File: src/rtl/mp_mgmt_csr.sv
// Management-bus CSR target: machine vector/EPC/interrupt-enable registers,
// a compare timer, and the interrupt request encoder for the branch unit.
module mp_mgmt_csr #(
    parameter int         RD_LAT   = 1,
    parameter logic [4:0] TMR_CODE = 5'd1,
    parameter logic [4:0] EXT_CODE = 5'd2
) (
    input  logic        sysclk,
    input  logic        sys_setn,
    input  logic        mgmt_req,
    input  logic [31:0] mgmt_adr,
    input  logic        mgmt_rwn,
    input  logic [1:0]  mgmt_wen,
    input  logic [31:0] mgmt_txd,
    output logic        mgmt_ack,
    output logic        mgmt_rxe,
    output logic [31:0] mgmt_rxd,
    input  logic        irq_take,
    input  logic        mret_take,
    input  logic [31:0] epc_in,
    input  logic        ext_irq,
    output logic [31:0] mvec,
    output logic [31:0] mepc,
    output logic        mie,
    output logic        exi,
    output logic [4:0]  exi_code,
    output logic [1:0]  dbg_state
);
    // Handshake: mgmt_req is held until mgmt_ack pulses; mgmt_rxe pulses once
    // per read with mgmt_rxd valid from that cycle until the next read.
    typedef enum logic [1:0] {IDLE, ACK, WAIT, RDY} state_t;
    state_t state;

    logic [12:0] lat_adr;
    logic        lat_rwn;
    logic [1:0]  lat_wen;
    logic [31:0] lat_txd;
    logic [31:0] snap;
    logic [3:0]  wcnt;

    logic [31:0] tcnt, tcmp;
    logic        tpend, t_en, t_ar;

    logic [31:0] mvec_n, mepc_n, tcnt_n, tcmp_n;
    logic        mie_n, tpend_n, en_n, ar_n;
    logic [12:0] sel_adr;
    logic [31:0] rdata;
    logic        wr, hit;
    logic        unused_adr_hi;

    assign unused_adr_hi = ^mgmt_adr[31:13];
    assign dbg_state     = state;
    assign wr            = (state == ACK) && !lat_rwn;
    assign hit           = t_en && (tcnt == tcmp);

    function automatic logic [31:0] merge(input logic [31:0] old_v,
                                          input logic [31:0] new_v,
                                          input logic [1:0]  en);
        merge = {en[1] ? new_v[31:16] : old_v[31:16],
                 en[0] ? new_v[15:0]  : old_v[15:0]};
    endfunction

    // Live address in IDLE serves the zero-latency read; otherwise the latched one.
    always_comb begin
        sel_adr = (state == IDLE) ? mgmt_adr[12:0] : lat_adr;
        rdata   = 32'h0;
        case (sel_adr)
            13'h000: rdata = mvec;
            13'h001: rdata = mepc;
            13'h002: rdata = {30'h0, tpend, mie};
            13'h003: rdata = tcnt;
            13'h004: rdata = tcmp;
            13'h005: rdata = {30'h0, t_ar, t_en};
            default: rdata = 32'h0;
        endcase
    end

    always_comb begin
        mvec_n  = mvec;
        mepc_n  = mepc;
        mie_n   = mie;
        tpend_n = tpend;
        tcmp_n  = tcmp;
        en_n    = t_en;
        ar_n    = t_ar;
        tcnt_n  = t_en ? ((hit && t_ar) ? 32'h0 : tcnt + 32'h1) : tcnt;
        if (wr) begin
            case (lat_adr)
                13'h000: mvec_n = merge(mvec, lat_txd, lat_wen) & 32'hFFFF_FE00;
                13'h001: mepc_n = merge(mepc, lat_txd, lat_wen);
                13'h002: if (lat_wen[0]) begin
                    mie_n = lat_txd[0];
                    if (lat_txd[1]) tpend_n = 1'b0;
                end
                13'h003: tcnt_n = merge(tcnt, lat_txd, lat_wen);
                13'h004: tcmp_n = merge(tcmp, lat_txd, lat_wen);
                13'h005: if (lat_wen[0]) {ar_n, en_n} = lat_txd[1:0];
                default: ;
            endcase
        end
        // Later assignments win: timer set over w1c, irq_take over mret and bus.
        if (hit)       tpend_n = 1'b1;
        if (mret_take) mie_n   = 1'b1;
        if (irq_take) begin
            mepc_n = epc_in;
            mie_n  = 1'b0;
        end
    end

    always_ff @(posedge sysclk) begin
        if (sys_setn) begin
            mvec     <= 32'h0;
            mepc     <= 32'h0;
            mie      <= 1'b0;
            tpend    <= 1'b0;
            tcnt     <= 32'h0;
            tcmp     <= 32'h0;
            t_en     <= 1'b0;
            t_ar     <= 1'b0;
            exi      <= 1'b0;
            exi_code <= 5'd0;
        end else begin
            mvec     <= mvec_n;
            mepc     <= mepc_n;
            mie      <= mie_n;
            tpend    <= tpend_n;
            tcnt     <= tcnt_n;
            tcmp     <= tcmp_n;
            t_en     <= en_n;
            t_ar     <= ar_n;
            exi      <= mie_n & (tpend_n | ext_irq);
            exi_code <= tpend_n ? TMR_CODE : EXT_CODE;
        end
    end

    always_ff @(posedge sysclk) begin
        if (sys_setn) begin
            state    <= IDLE;
            mgmt_ack <= 1'b0;
            mgmt_rxe <= 1'b0;
            mgmt_rxd <= 32'h0;
            snap     <= 32'h0;
            wcnt     <= 4'h0;
            lat_adr  <= 13'h0;
            lat_rwn  <= 1'b0;
            lat_wen  <= 2'b00;
            lat_txd  <= 32'h0;
        end else begin
            mgmt_ack <= 1'b0;
            mgmt_rxe <= 1'b0;
            case (state)
                IDLE: if (mgmt_req) begin
                    state    <= ACK;
                    mgmt_ack <= 1'b1;
                    lat_adr  <= mgmt_adr[12:0];
                    lat_rwn  <= mgmt_rwn;
                    lat_wen  <= mgmt_wen;
                    lat_txd  <= mgmt_txd;
                    if (RD_LAT == 0 && mgmt_rwn) begin
                        mgmt_rxe <= 1'b1;
                        mgmt_rxd <= rdata;
                    end
                end
                ACK: begin
                    if (!lat_rwn || RD_LAT == 0) begin
                        state <= IDLE;
                    end else if (RD_LAT == 1) begin
                        state    <= RDY;
                        mgmt_rxe <= 1'b1;
                        mgmt_rxd <= rdata;
                    end else begin
                        snap  <= rdata;
                        wcnt  <= 4'(RD_LAT - 2);
                        state <= WAIT;
                    end
                end
                WAIT: begin
                    if (wcnt == 4'h0) begin
                        state    <= RDY;
                        mgmt_rxe <= 1'b1;
                        mgmt_rxd <= snap;
                    end else begin
                        wcnt <= wcnt - 4'h1;
                    end
                end
                RDY: state <= IDLE;
                default: state <= IDLE;
            endcase
        end
    end
endmodule

File: config.mk
export PLATFORM = sky130hd
export DESIGN_NAME = mp_mgmt_csr
export DESIGN_NICKNAME = d
export VERILOG_FILES = /design/src/rtl/mp_mgmt_csr.sv
export SDC_FILE = /design/constraint.sdc
export NUM_CORES = 1
export LEC_CHECK = 0
export CORE_ASPECT_RATIO = 1.25
export CORE_MARGIN = 2
export CORE_UTILIZATION = 50
export DETAILED_ROUTE_END_ITERATION = 8
export GPL_TIMING_DRIVEN = 0
export PLACE_DENSITY_LB_ADDON = 0.1
export SLEW_MARGIN = 20
export SYNTH_ARGS = -nofsm -noshare
export SYNTH_HDL_FRONTEND = slang
export SYNTH_SLANG_ARGS = --single-unit
File: constraint.sdc
create_clock -name sysclk -period 3.25 [get_ports sysclk]
set_input_delay 0.8125 -clock sysclk [delete_from_list [all_inputs] [get_ports sysclk]]
set_output_delay 0.8125 -clock sysclk [all_outputs]
set_load 0.05 [all_outputs]
==> impl_metrics.toml, run 1 <==
[global_route]
grt_pass1_wl_um = 55100
overflow = 0
antenna_found_initial = 0
grt_pass1_vias = 9813
track_usage = 0.323
grt_start_max_net_pins = 15

[worst_setup_path]
r2r_start = "dbg_state[0]"
startpoint_type = "flip-flop"
r2r_slack_ns = 0.11
endpoint_kind = "flip-flop"
path_max_fanout = 10
crit_type = "flip-flop to flip-flop"
crit_required_ns = 3.63
cp.arrival_ns = 3.52
worstRegToRegCells = 10
regToRegEndpoint = "mgmt_rxd[1]"

[route]
drt-pass1-iter-count = 6
drc = 0
num_vias = 10393
first_iter_violations = 803
ant_nets = 0
via_per_inst = 5.82
drt-total-wl_um = 36500
avgRoutedWirePerCell_um = 20.4

[sta]
setup_tns_ns = 0
post-route-min-period_ns = 3.14
slew_headroom = 0.255
slew_viol_final = 0
timing.clock.skew_ns = 0.0157
hold_viol = 0
finalSetupViolations = 0
fin_crit_sh = 0.967
max_clock_freq_ghz = 0.318
rsz0062_at_grt = "false"
tightest_slew_ns = 1.11

[synth]
synth_common_cells = "nand2_1, dfxtp_1, a21oi_1"
synth_ff_type = "dfxtp_1"
yosysTopAreaCell = "dfxtp_1"
synth_cell_types = 66
synth_area_leaders = "dfxtp_1, nand2_1, a21oi_1"
synth-async-reset-ratio = 0
ys_seq_area_frac = 0.411
synth.top_cell.area_share = 0.411
synth-edff-count = 0
syn_area_per_cell_um2 = 8.05
synth.most_common_cell = "nand2_1"
synth_seq_cells = 213
yosys_warnings = 0
syn_inst = 1289
netlist_area_um2 = 10400

[min_path]
hold_path_depth = 2
holdCritPathClass = "flip-flop to flip-flop"
min_to = "mgmt_rxd[6]"
hold_start = "mgmt_rxd[6]"

[place]
io_buffers = 178
gp_congestion = 0.987
place_area_um2 = 12500
dp_hpwl_um = 27900
numPlacedInstances = 1748

[final_layout]
multi_input_area_um2 = 5590
regArea_um2 = 4260
instances_no_fill = 1787
finalInstanceArea_um2 = 13300
fin_nets = 1613
drive_gt1_frac = 0.0804
utilization = 0.659
nFillCells = 1751
areaGrowthSynthToFinish_pct = 28.6
diodes = 0

[die]
initial_core_util = 0.512
coreArea_um2 = 20200
rows = 58
die_y_um = 165
die_area_um2 = 21900
ios = 212
die_w_um = 133

[run]
maxCapViolations = 0

[clocking]
clk_path_buf_depth = 3
clk_pin_slew_ns = 0.06
clock_latency_ns = 0.52
cts_tree = "done"
post_cts_buffers = 0
clock-sinks = 213
htreeDepth = 1
cts-root-buf = "clkbuf_16"
cts-buffers-inserted = 22
cts_hold_buf = 0

[run_status]
status = "finished, final reports clean"

[power_and_ir_drop]
total_power_mw = 6.40
p_leak_nw = 4.86
p_per_area_nw_per_um2 = 480
peakVddDrop_uv = 373
## registers in the layout (all words and copies together) (netlist names), 2 cells and up
name and count:
mgmt_rxd 32, exi_code 2, dbg_state 2, lat_adr 13
mepc 32, wcnt 4, lat_wen 2, lat_txd 32
tcnt 32, mvec 23, tcmp 32
## power breakdown
part	internal (mW)	switching [mW]
combinational	0.329	0.538
clock	1.66	1.09
sequential	2.68	0.0986
total	4.68	1.72
## layout by cell type (no fill, tap or decap), types with 37 or more instances in the layout
master	n
nand2_1	272
dfxtp_1	213
clkdlybuf4s50_1	178
a21oi_1	125
nor2_1	101
clkbuf_1	80
mux2i_1	60
o21ai_0	58
a31oi_1	43
mux2_2	37
## metal layers
metal,global-route usage,share of wire,up-vias
met2,0.562,0.48,463
met4,0.149,0.048,0
met5,0,0,-
met3,0.0531,0.073,108
met1,0.393,0.40,4905
li1,-,-,4917
## cell families (layout without fill, tap and decap cells)
family | count (synthesis) | after routing | share of synthesized area
xor gates and xnor gates | 34 | 34 | 0.0287
DFF | 213 | 213 | 0.411
other | 1 | 12 | 0.000362
buffers and inverters | 129 | 346 | 0.0554
muxes | 98 | 98 | 0.0990
adders and majority gates | 6 | 6 | 0.00724
and+or+nand+nor | 505 | 505 | 0.223
AOI/OAI and AO/OA | 303 | 303 | 0.175
## how the worst max path moves through the flow
stage                      start      endpoint  slack (ns)
finish              dbg_state[0]   mgmt_rxd[1]        0.11
detailed placement   mgmt_adr[2]   mgmt_rxd[1]       -0.55
floorplan           dbg_state[0]  mgmt_rxd[12]        0.30
CTS                 dbg_state[0]   mgmt_rxd[1]        0.03
global placement     mgmt_adr[2]  mgmt_rxd[16]       -0.54
global route        dbg_state[0]   mgmt_rxd[1]       0.002
## per-stage QoR
step	setup WS [ns]	hold slack [ns]
finish	0.107	0.451
global route	0.00212	0.477
CTS	0.0271	0.454
detailed placement	-0.546	0.444
global placement	-0.544	0.434
floorplan	0.304	0.431
## critical path, stage by stage (launching register included)
cell and delay (ns):
dfxtp_1 0.35, inv_1 0.15, ha_1 0.24, buf_2 0.26, mux2i_4 0.53, buf_2 0.42
nor2_1 0.27, a22oi_1 0.23, nor2_1 0.07, a21oi_1 0.34, o21ai_0 0.13
## repair_timing
action                     in CTS  in global routing
setup endpoints to repair      32                 30
resized for setup               1                  3
cloned                          0                  0
## area by class of cell
| class | count | share of cell area |
|---|---|---|
| clock inverter | 8 | 0.00882 |
| inverter | 18 | 0.00507 |
| buffer | 111 | 0.0382 |
| tap | 270 | 0.0253 |
| timing repair buffer | 178 | 0.134 |
| sequential | 213 | 0.320 |
| multi-input combinational | 958 | 0.419 |
| clock buffer | 31 | 0.0499 |
Note: power is estimated with default switching activity, not from simulation.
==> run 2: changes to the inputs <==
CORE_UTILIZATION = 42   (was 50)
==> run 2 against run 1 <==
  * Sequential cell count unchanged
  * Utilization down 11 points
  * Critical endpoint is now mgmt_rxd[16]
  * Critical path type unchanged
  * Worst setup slack got worse by 0.016 ns
  * Clock skew fell by 0.0026 ns
==> impl_metrics.toml, run 2 (synthesis gave the netlist of run 1 again) <==
[global_route]
grt_pass1_wl_um = 57900
overflow = 0
grt_pass1_vias = 9915
antenna_found_initial = 2
track_usage = 0.290
grt_start_max_net_pins = 14

[worst_setup_path]
crit_type = "flip-flop to flip-flop"
r2r_start = "dbg_state[0]"
path_max_fanout = 10
startpoint_type = "flip-flop"
cpMostUsedCell = "clkbuf_1"
crit_required_ns = 3.69
worstPathCellList = "inv_1 -> ha_1 -> buf_2 -> mux2_2 -> clkbuf_1 -> clkbuf_1 -> a31oi_1 -> o21ai_0"
worstRegToRegCells = 8
r2r_slack_ns = 0.09
cp.arrival_ns = 3.60
cp_slowest_cell = "clkbuf_1"
regToRegEndpoint = "mgmt_rxd[16]"
slowest_delay_ns = 0.55
endpoint_kind = "flip-flop"

[route]
ant_nets = 0
via_per_inst = 5.54
drc = 0
drt-total-wl_um = 38100
first_iter_violations = 836
num_vias = 10261
drt-pass1-iter-count = 5
avgRoutedWirePerCell_um = 20.6

[sta]
rsz0062_at_grt = "false"
slew_headroom = 0.253
timing.clock.skew_ns = 0.0131
fin_crit_sh = 0.972
setup_tns_ns = 0
tightest_slew_ns = 1.12
hold_viol = 0
max_clock_freq_ghz = 0.317
slew_viol_final = 0
finalSetupViolations = 0
post-route-min-period_ns = 3.16

[clocking]
clk_pin_slew_ns = 0.06
cts-root-buf = "clkbuf_16"
clk_path_buf_depth = 3
clock-sinks = 213
cts-buffers-inserted = 24
htreeDepth = 1
cts_hold_buf = 0
cts_tree = "done"
clock_latency_ns = 0.52

[place]
numPlacedInstances = 1808
io_buffers = 178
gp_congestion = 0.986
dp_hpwl_um = 29700

[final_layout]
layout_commonest_cell = "nand2_1"
drive_gt1_frac = 0.0815
fin_nets = 1615
diodes = 0
areaGrowthSynthToFinish_pct = 29.7
instances_no_fill = 1852
final_cell_mix = "nand2_1, dfxtp_1, clkdlybuf4s50_1"

[die]
rows = 64
initial_core_util = 0.426
die_w_um = 145
die_y_um = 180
ios = 212
coreArea_um2 = 24300
die_area_um2 = 26000

[min_path]
hold_path_depth = 2
hold_start = "mgmt_rxd[4]"
min_to = "mgmt_rxd[4]"
holdCritPathClass = "flip-flop to flip-flop"

[run_status]
status = "finished, final reports clean"

[power_and_ir_drop]
p_per_area_nw_per_um2 = 481
peakVddDrop_uv = 466
p_leak_nw = 4.87

[run]
maxCapViolations = 0
==> run 2: cell types whose count changed in the layout (fill, tap and decap cells not counted) <==
cell and delta:
clkinvlp_4 +1, bufinv_16 -1, clkinv_2 -2, a31oi_1 -1, a31oi_2 +1, inv_6 +1, clkbuf_16 +2, buf_4 +1
clkbuf_8 -1, clkbuf_1 +4
==> run 2: worst max-delay path by stage <==
stage / from / endpoint / slack [ns] / depth (start not counted)
6_report: dbg_state[0] / mgmt_rxd[16] / 0.09 / 8
3_5_place_dp: mgmt_adr[9] / mgmt_rxd[18] / -0.61 / 9
2_1_floorplan: dbg_state[0] / mgmt_rxd[12] / 0.30 / 10
3_3_place_gp: mgmt_adr[2] / mgmt_rxd[1] / -0.77 / 8
4_1_cts: mgmt_adr[9] / mgmt_rxd[18] / 0.09 / 9
5_1_grt: dbg_state[1] / mgmt_rxd[16] / 0.10 / 8
==> run 2: power by group <==
| part | internal, mW | leakage (nW) | total [mW] | switching (mW) |
|---|---|---|---|---|
| Sequential | 2.69 | 1.73 | 2.78 | 0.0988 |
| Clock | 1.69 | 0.393 | 2.81 | 1.13 |
| Combinational | 0.331 | 2.75 | 0.879 | 0.547 |
==> run 2: cell type report <==
class / instances / area, um^2
Clock inverter: 7 / 93.8
Multi-Input combinational cell: 958 / 5600
Fill cell: 2435 / 10900
Buffer: 110 / 505
Sequential cell: 213 / 4260
Timing Repair Buffer: 179 / 1790
Inverter: 18 / 67.6
Tap cell: 330 / 413
Clock buffer: 37 / 721
==> run 2: what timing repair did <==
| action | CTS | global route |
|---|---|---|
| setup endpoints to repair | 12 | 10 |
| pin swaps | 0 | 0 |
| gates resized for setup | 2 | 2 |
| buffers inserted | 0 | 1 |
| gates cloned | 0 | 0 |
==> run 2: worst max-delay path, delay by kind of cell (launching register included) <==
| kind | cells | cell delay, ns |
|---|---|---|
| mux | 1 | 0.33 |
| fa+ha+maj | 1 | 0.28 |
| compound gates | 2 | 0.61 |
| buf+inv | 4 | 1.43 |
| flops | 1 | 0.41 |
==> run 2: layer usage <==
layer  track usage  share of wire
met1         0.369           0.42
met2         0.495           0.49
met3        0.0384          0.053
met4         0.108          0.039
met5             0        0.00068
==> run 2: stage by stage <==
stage / hold slack [ns] / util / worst slack [ns] / area (um^2) / total power [mW]
2_1_floorplan: 0.431 / - / 0.304 / 10400 / 3.34
3_3_place_gp: 0.435 / 0.518 / -0.775 / 12600 / 3.70
3_5_place_dp: 0.441 / 0.518 / -0.611 / 12600 / 3.71
4_1_cts: 0.456 / 0.552 / 0.0875 / 13400 / 6.50
5_1_grt: 0.468 / 0.553 / 0.105 / 13500 / 6.69
6_report: 0.448 / 0.553 / 0.0904 / 13500 / 6.48
